<file path="src/rtl/bus_pkg.sv">
// bus_pkg: shared definitions for the datapath bus.
//   - Source index map matching the existing CPU ordering.
//   - Default data width and source count.
//   - sel_width(): width of the encoded select code (never below 1).
package bus_pkg;

    localparam int unsigned BUS_WIDTH  = 32;
    localparam int unsigned BUS_N_SRC  = 25;

    // General-purpose registers occupy 0..15 (SRC_R0 + n).
    localparam int unsigned SRC_R0     = 0;
    localparam int unsigned SRC_R15    = 15;
    localparam int unsigned SRC_HI     = 16;
    localparam int unsigned SRC_LO     = 17;
    localparam int unsigned SRC_ZHI    = 18;
    localparam int unsigned SRC_ZLO    = 19;
    localparam int unsigned SRC_ZMUX   = 20;
    localparam int unsigned SRC_PC     = 21;
    localparam int unsigned SRC_MDR    = 22;
    localparam int unsigned SRC_INPORT = 23;
    localparam int unsigned SRC_CSIGN  = 24;

    function automatic int unsigned sel_width(input int unsigned n);
        return (n > 1) ? $clog2(n) : 1;
    endfunction

endpackage

</file>
<file path="src/rtl/bus_prio_enc.sv">
// bus_prio_enc: combinational fixed-priority encoder (highest index wins).
//   vec   : request vector, normally one-hot or zero
//   idx   : index of the highest set bit (0 when none set)
//   any   : at least one bit set
//   multi : two or more bits set
module bus_prio_enc #(
    parameter int unsigned N     = 25,
    parameter int unsigned SEL_W = 5
) (
    input  logic [N-1:0]     vec,
    output logic [SEL_W-1:0] idx,
    output logic             any,
    output logic             multi
);

    always_comb begin
        idx = '0;
        // Ascending scan: the last match (highest index) overrides earlier ones.
        for (int unsigned i = 0; i < N; i++) begin
            if (vec[i]) begin
                idx = SEL_W'(i);
            end
        end
    end

    assign any   = |vec;
    // Clearing the lowest set bit leaves something only if 2+ bits were set.
    assign multi = |(vec & (vec - N'(1)));

endmodule

</file>
<file path="src/rtl/bus_mux_reg.sv">
// bus_mux_reg: registered priority bus multiplexer with conflict monitoring.
//   clock, clear       : rising-edge clock, async active-high reset
//   src_data           : packed sources, source i at [i*WIDTH +: WIDTH]
//   src_out            : per-source drive enables
//   status_clr         : sync clear of conflict_sticky / conflict_count
//   bus_out            : bus value (registered when REG_OUT=1)
//   sel_code           : winning source index
//   bus_valid          : bus_out reflects a source driven in this transfer
//   conflict           : 1-cycle pulse when 2+ enables were active
//   conflict_sticky    : latched conflict flag
//   conflict_count     : saturating count of conflict cycles
module bus_mux_reg
    import bus_pkg::*;
#(
    parameter int unsigned WIDTH        = BUS_WIDTH,
    parameter int unsigned N_SRC        = BUS_N_SRC,
    parameter int unsigned SEL_W        = sel_width(N_SRC),
    parameter bit          REG_OUT      = 1'b1,
    parameter bit          HOLD_ON_IDLE = 1'b1,
    parameter int unsigned CNT_W        = 8
) (
    input  logic                   clock,
    input  logic                   clear,
    input  logic [N_SRC*WIDTH-1:0] src_data,
    input  logic [N_SRC-1:0]       src_out,
    input  logic                   status_clr,
    output logic [WIDTH-1:0]       bus_out,
    output logic [SEL_W-1:0]       sel_code,
    output logic                   bus_valid,
    output logic                   conflict,
    output logic                   conflict_sticky,
    output logic [CNT_W-1:0]       conflict_count
);

    logic [SEL_W-1:0] win_idx;
    logic             any_active;
    logic             multi;
    logic [WIDTH-1:0] win_data;

    logic [WIDTH-1:0] bus_q;
    logic [SEL_W-1:0] sel_q;
    logic             valid_q;
    logic             conflict_q;
    logic             sticky_q;
    logic [CNT_W-1:0] count_q;

    bus_prio_enc #(
        .N     (N_SRC),
        .SEL_W (SEL_W)
    ) u_enc (
        .vec   (src_out),
        .idx   (win_idx),
        .any   (any_active),
        .multi (multi)
    );

    always_comb begin
        win_data = '0;
        for (int unsigned i = 0; i < N_SRC; i++) begin
            if (win_idx == SEL_W'(i)) begin
                win_data = src_data[i*WIDTH +: WIDTH];
            end
        end
    end

    // bus_q is the output register when REG_OUT=1 and the hold register when
    // REG_OUT=0; the update rule is identical in both modes.
    always_ff @(posedge clock or posedge clear) begin
        if (clear) begin
            bus_q   <= '0;
            sel_q   <= '0;
            valid_q <= 1'b0;
        end else if (any_active) begin
            bus_q   <= win_data;
            sel_q   <= win_idx;
            valid_q <= 1'b1;
        end else begin
            valid_q <= 1'b0;
            if (!HOLD_ON_IDLE) begin
                bus_q <= '0;
            end
        end
    end

    always_ff @(posedge clock or posedge clear) begin
        if (clear) begin
            conflict_q <= 1'b0;
            sticky_q   <= 1'b0;
            count_q    <= '0;
        end else begin
            conflict_q <= multi;
            sticky_q   <= (sticky_q | multi) & ~status_clr;
            if (status_clr) begin
                count_q <= '0;
            end else if (multi && (count_q != '1)) begin
                count_q <= count_q + CNT_W'(1);
            end
        end
    end

    always_comb begin
        if (REG_OUT) begin
            bus_out   = bus_q;
            sel_code  = sel_q;
            bus_valid = valid_q;
        end else if (clear) begin
            // Combinational path must still read zero while in reset.
            bus_out   = '0;
            sel_code  = '0;
            bus_valid = 1'b0;
        end else begin
            bus_valid = any_active;
            sel_code  = any_active ? win_idx : sel_q;
            if (any_active) begin
                bus_out = win_data;
            end else if (HOLD_ON_IDLE) begin
                bus_out = bus_q;
            end else begin
                bus_out = '0;
            end
        end
    end

    assign conflict        = conflict_q;
    assign conflict_sticky = sticky_q;
    assign conflict_count  = count_q;

endmodule

</file>
<file path="config.mk">
export PLATFORM = sky130hd
export DESIGN_NAME = bus_mux_reg
export DESIGN_NICKNAME = d
export VERILOG_FILES = /design/src/rtl/bus_pkg.sv /design/src/rtl/bus_prio_enc.sv /design/src/rtl/bus_mux_reg.sv
export SDC_FILE = /design/constraint.sdc
export NUM_CORES = 1
export LEC_CHECK = 0
export ABC_AREA = 1
export CORE_AREA = 2 2 339 341
export DETAILED_ROUTE_END_ITERATION = 10
export DIE_AREA = 0 0 341 343
export PLACE_DENSITY = 0.34
export SYNTH_ARGS = -nofsm -noshare
export SYNTH_HDL_FRONTEND = slang
export SYNTH_SLANG_ARGS = --single-unit
</file>
<file path="constraint.sdc">
create_clock -name clock -period 2.03 [get_ports clock]
set_input_delay 0.203 -clock clock [delete_from_list [all_inputs] [get_ports clock]]
set_output_delay 0.203 -clock clock [all_outputs]
set_load 0.02 [all_outputs]
</file>
==> flow_metrics.env <==
export IMPL_grt_pass1_vias=17310
export IMPL_crit_path_frequent_cell="nand2_1"
export IMPL_final_hold_viol_count=0
export IMPL_r2r_cells=9
export IMPL_finalSetupTns_ps=-62680
export IMPL_area_growth_pct=164.2
export IMPL_min_path_type="input pin to async pin"
export IMPL_totalWireLength_um=108700
export IMPL_die_area_mm2=0.1170
export IMPL_die_w_um=341
export IMPL_relSlewSlack_pct=51.51
export IMPL_syn_inst=1834
export IMPL_ios=876
export IMPL_path_class="input pin to register"
export IMPL_finalWorstSetupSlack_ps=-2142
export IMPL_ant_nets=0
export IMPL_cp_max_fo=6
export IMPL_critPathMaxStageDelay_ps=290
export IMPL_num_vias=16490
export IMPL_p_total_uw=6008
export IMPL_endpoint_kind="register"
export IMPL_syn_nets=2663
export IMPL_skew_ps=1.019
export IMPL_cp_data_required_time_ps=2240
export IMPL_ys_types=44
export IMPL_initial_core_util_pct=7.911
export IMPL_gr_max_usage_layer="met2"
export IMPL_status="finished with violations"
export IMPL_r2r_start="conflict_count[1]"
export IMPL_min_period_ps=4172
export IMPL_p_per_area_mw_per_mm2=253.5
export IMPL_rrSetupSlack_ps=350
export IMPL_yosysSeqAreaShare_pct=13.39
export IMPL_drv_cap=0
export IMPL_register_area_mm2=0.001201
export IMPL_tightest_slew_ps=727.4
export IMPL_path_buf_inv=7
export IMPL_io_buffer_count=875
export IMPL_drt_pass1_iterations=6
export IMPL_grt_first_pass_wirelength_um=143500
export IMPL_drive_above_1_share_pct=19.51
export IMPL_numCtsBuffers=5
export IMPL_power_leakage_uw=0.01008
export IMPL_fmax_mhz=239.7
export IMPL_cts_buffer_depth=2
export IMPL_grt_max_degree=53
export IMPL_rsz0062_at_grt="true"
export IMPL_grt_ovfl_total=0
export IMPL_clk_latency_ps=320
export IMPL_hpwl_um=96420
export IMPL_h_tree_depth=2
export IMPL_critPathLaunchType="input pin"
export IMPL_arrival_ps=4380
export IMPL_grtUsageTotal_pct=17.69
export IMPL_rows=124
export IMPL_ir_drop_uv=344.6
export IMPL_coreArea_mm2=0.1134
export IMPL_cts_tree="done"
export IMPL_grtUsageMet3_pct=3.757
export IMPL_setup_violations=42
export IMPL_grtUsageMet2_pct=32.08
export IMPL_r2r_end="conflict_count[6]"
export IMPL_remaining_drc_errors=0
export IMPL_violations="setup timing"
export IMPL_netlist_area_mm2=0.008972
export IMPL_first_iter_violations=754
export IMPL_clock_root_buffer="clkbuf_16"
export IMPL_grt_use_met1_pct=21.65
export IMPL_critPathTopFamily="simple AND/OR/NAND/NOR gates"
export IMPL_routed_via_density=3.665
export IMPL_clk_pin_slew_worst_paths_ps=80
export IMPL_clkSinkCount=48
export IMPL_min_period_over_period_pct=205.5
export IMPL_final_max_slew_violation_count=0
export IMPL_yosys_register_bits=48
export IMPL_antenna_found_initial=38
export IMPL_die_y_um=343
export IMPL_layout_nets=3811
export IMPL_ys_warn_count=0
export IMPL_multi_input_area_mm2=0.007232
export IMPL_n_fill_cell=13000
export IMPL_slowest_stage="nand4_1"
export IMPL_holdBufCountCts=0
export IMPL_syn_area_per_cell_um2=4.892
export IMPL_routedWlPerCell_um=24.15
export IMPL_finalWeightedCongestion=0.8789
==> power by group <==
group | switching [uW] | total [uW] | leakage, uW | internal [uW]
Clock | 482 | 945 | 0.0000702 | 463
Sequential | 72.8 | 1130 | 0.000568 | 1050
Combinational | 1660 | 3940 | 0.00944 | 2280
==> final cells by class <==
class | instances | share of cell area (%)
diodes | 5 | 0.05278
clock buffers | 5 | 0.5278
clock inverters | 3 | 0.08973
inverters | 247 | 4.006
multi-input cells | 1452 | 30.51
flip-flops and latches | 48 | 5.067
well taps | 1512 | 7.981
repair buffers | 1228 | 51.77
==> sequential cells by signal, indices dropped and copies added, names as in the netlist <==
register         flops
sel_code             5
bus_valid            1
conflict             1
bus_out             32
conflict_sticky      1
conflict_count       8
==> kinds of logic (layout without fill, tap and decap cells) <==
logic type,count (synthesis),after routing,share of synthesized area [%]
buffers and inverters,334,1483,14.60
AND/OR/NAND/NOR,1314,1314,63.65
adder cells (fa/ha/maj),1,1,0.1394
AO/OA/AOI/OAI,137,137,8.228
flip-flops,48,48,13.39
other,0,5,0
==> through the flow <==
step	instances	util (%)	hold WS [ps]	cell area, um^2	setup WS [ps]
floorplan	1834	-	269.4	9039	-714.4
detailed placement	4435	19.63	468.7	22270	-2989
global route	4499	20.90	161.5	23700	-2535
global placement	4435	19.63	461.4	22270	-3002
CTS	4487	20.61	124.5	23380	-2239
finish	4500	20.90	132.3	23700	-2142
==> how the worst max path moves through the flow <==
stage / slack (ps) / startpoint / depth (start not counted) / to
final: -2140 / src_out[2] / 44 / bus_out[2]
after global routing: -2540 / src_out[2] / 44 / bus_out[2]
after CTS: -2240 / src_out[2] / 44 / bus_out[12]
after detailed placement: -2990 / src_out[3] / 33 / bus_out[2]
after global placement: -3000 / src_out[3] / 33 / bus_out[2]
after floorplan: -710 / src_out[2] / 41 / bus_out[10]
==> synth_stat cells <==
| cell | count | share of area (%) |
|---|---|---|
| a2111oi_0 | 1 | 0.098 |
| a21oi_1 | 110 | 6.1 |
| a21oi_2 | 1 | 0.098 |
| a221oi_1 | 2 | 0.20 |
| a31o_2 | 1 | 0.098 |
| a31oi_1 | 1 | 0.070 |
| buf_1 | 1 | 0.042 |
| buf_2 | 14 | 0.78 |
| buf_4 | 2 | 0.17 |
| buf_6 | 4 | 0.50 |
| clkbuf_1 | 66 | 2.8 |
| clkinv_1 | 1 | 0.042 |
| clkinv_2 | 1 | 0.056 |
| dfrtp_1 | 48 | 13 |
| ha_1 | 1 | 0.14 |
| inv_1 | 236 | 9.9 |
| inv_2 | 9 | 0.38 |
| nand2_1 | 600 | 25 |
| nand2_2 | 6 | 0.42 |
| nand2_4 | 1 | 0.13 |
| nand3_1 | 94 | 5.2 |
| nand3_2 | 1 | 0.11 |
| nand4_1 | 187 | 13 |
| nand4_2 | 2 | 0.28 |
| nor2_1 | 380 | 16 |
| nor2_2 | 8 | 0.56 |
| nor2_4 | 3 | 0.38 |
| nor2_8 | 1 | 0.22 |
| nor3_1 | 10 | 0.56 |
| nor3_2 | 1 | 0.11 |
| nor3_4 | 1 | 0.18 |
| nor3b_1 | 2 | 0.17 |
| nor4_1 | 1 | 0.070 |
| nor4_2 | 1 | 0.14 |
| o2111ai_1 | 1 | 0.098 |
| o21a_1 | 1 | 0.084 |
| o21ai_0 | 13 | 0.73 |
| o21ai_4 | 1 | 0.18 |
| o221ai_1 | 1 | 0.098 |
| o22ai_1 | 1 | 0.070 |
| o31ai_1 | 1 | 0.084 |
| o41ai_1 | 2 | 0.20 |
| or2_0 | 1 | 0.070 |
| or2_2 | 14 | 0.98 |
==> layer usage <==
layer | vias up | routed length [um] | share of wire, %
li1 | 8146 | - | -
met2 | 612 | 54630 | 50
met3 | 81 | 6711 | 6.2
met1 | 7628 | 45660 | 42
met4 | 24 | 1479 | 1.4
met5 | - | 168 | 0.15
==> cell usage in the layout (no fill, tap or decap), drive strengths merged <==
cell / netlist / final
a2111oi: 1 / 1
a21oi: 111 / 111
a221oi: 2 / 2
a31o: 1 / 1
a31oi: 1 / 1
buf: 21 / 361
clkbuf: 66 / 5
clkdlybuf4s15: 0 / 1
clkdlybuf4s50: 0 / 853
clkinv: 2 / 3
clkinvlp: 0 / 2
dfrtp: 48 / 48
diode: 0 / 5
dlygate4sd2: 0 / 8
dlymetal6s2s: 0 / 5
ha: 1 / 1
inv: 245 / 245
nand2: 607 / 607
nand3: 95 / 95
nand4: 189 / 189
nor2: 392 / 392
nor3: 12 / 12
nor3b: 2 / 2
nor4: 2 / 2
o2111ai: 1 / 1
o21a: 1 / 1
o21ai: 14 / 14
o221ai: 1 / 1
o22ai: 1 / 1
o31ai: 1 / 1
o41ai: 2 / 2
or2: 15 / 15
==> repair_timing <==
item,in CTS,in global routing
setup endpoints to repair,47,47
pin swaps,112,132
gates cloned,1,0
gates resized for setup,213,78
setup buffers,47,11
Note: power is estimated with default switching activity, not from simulation.
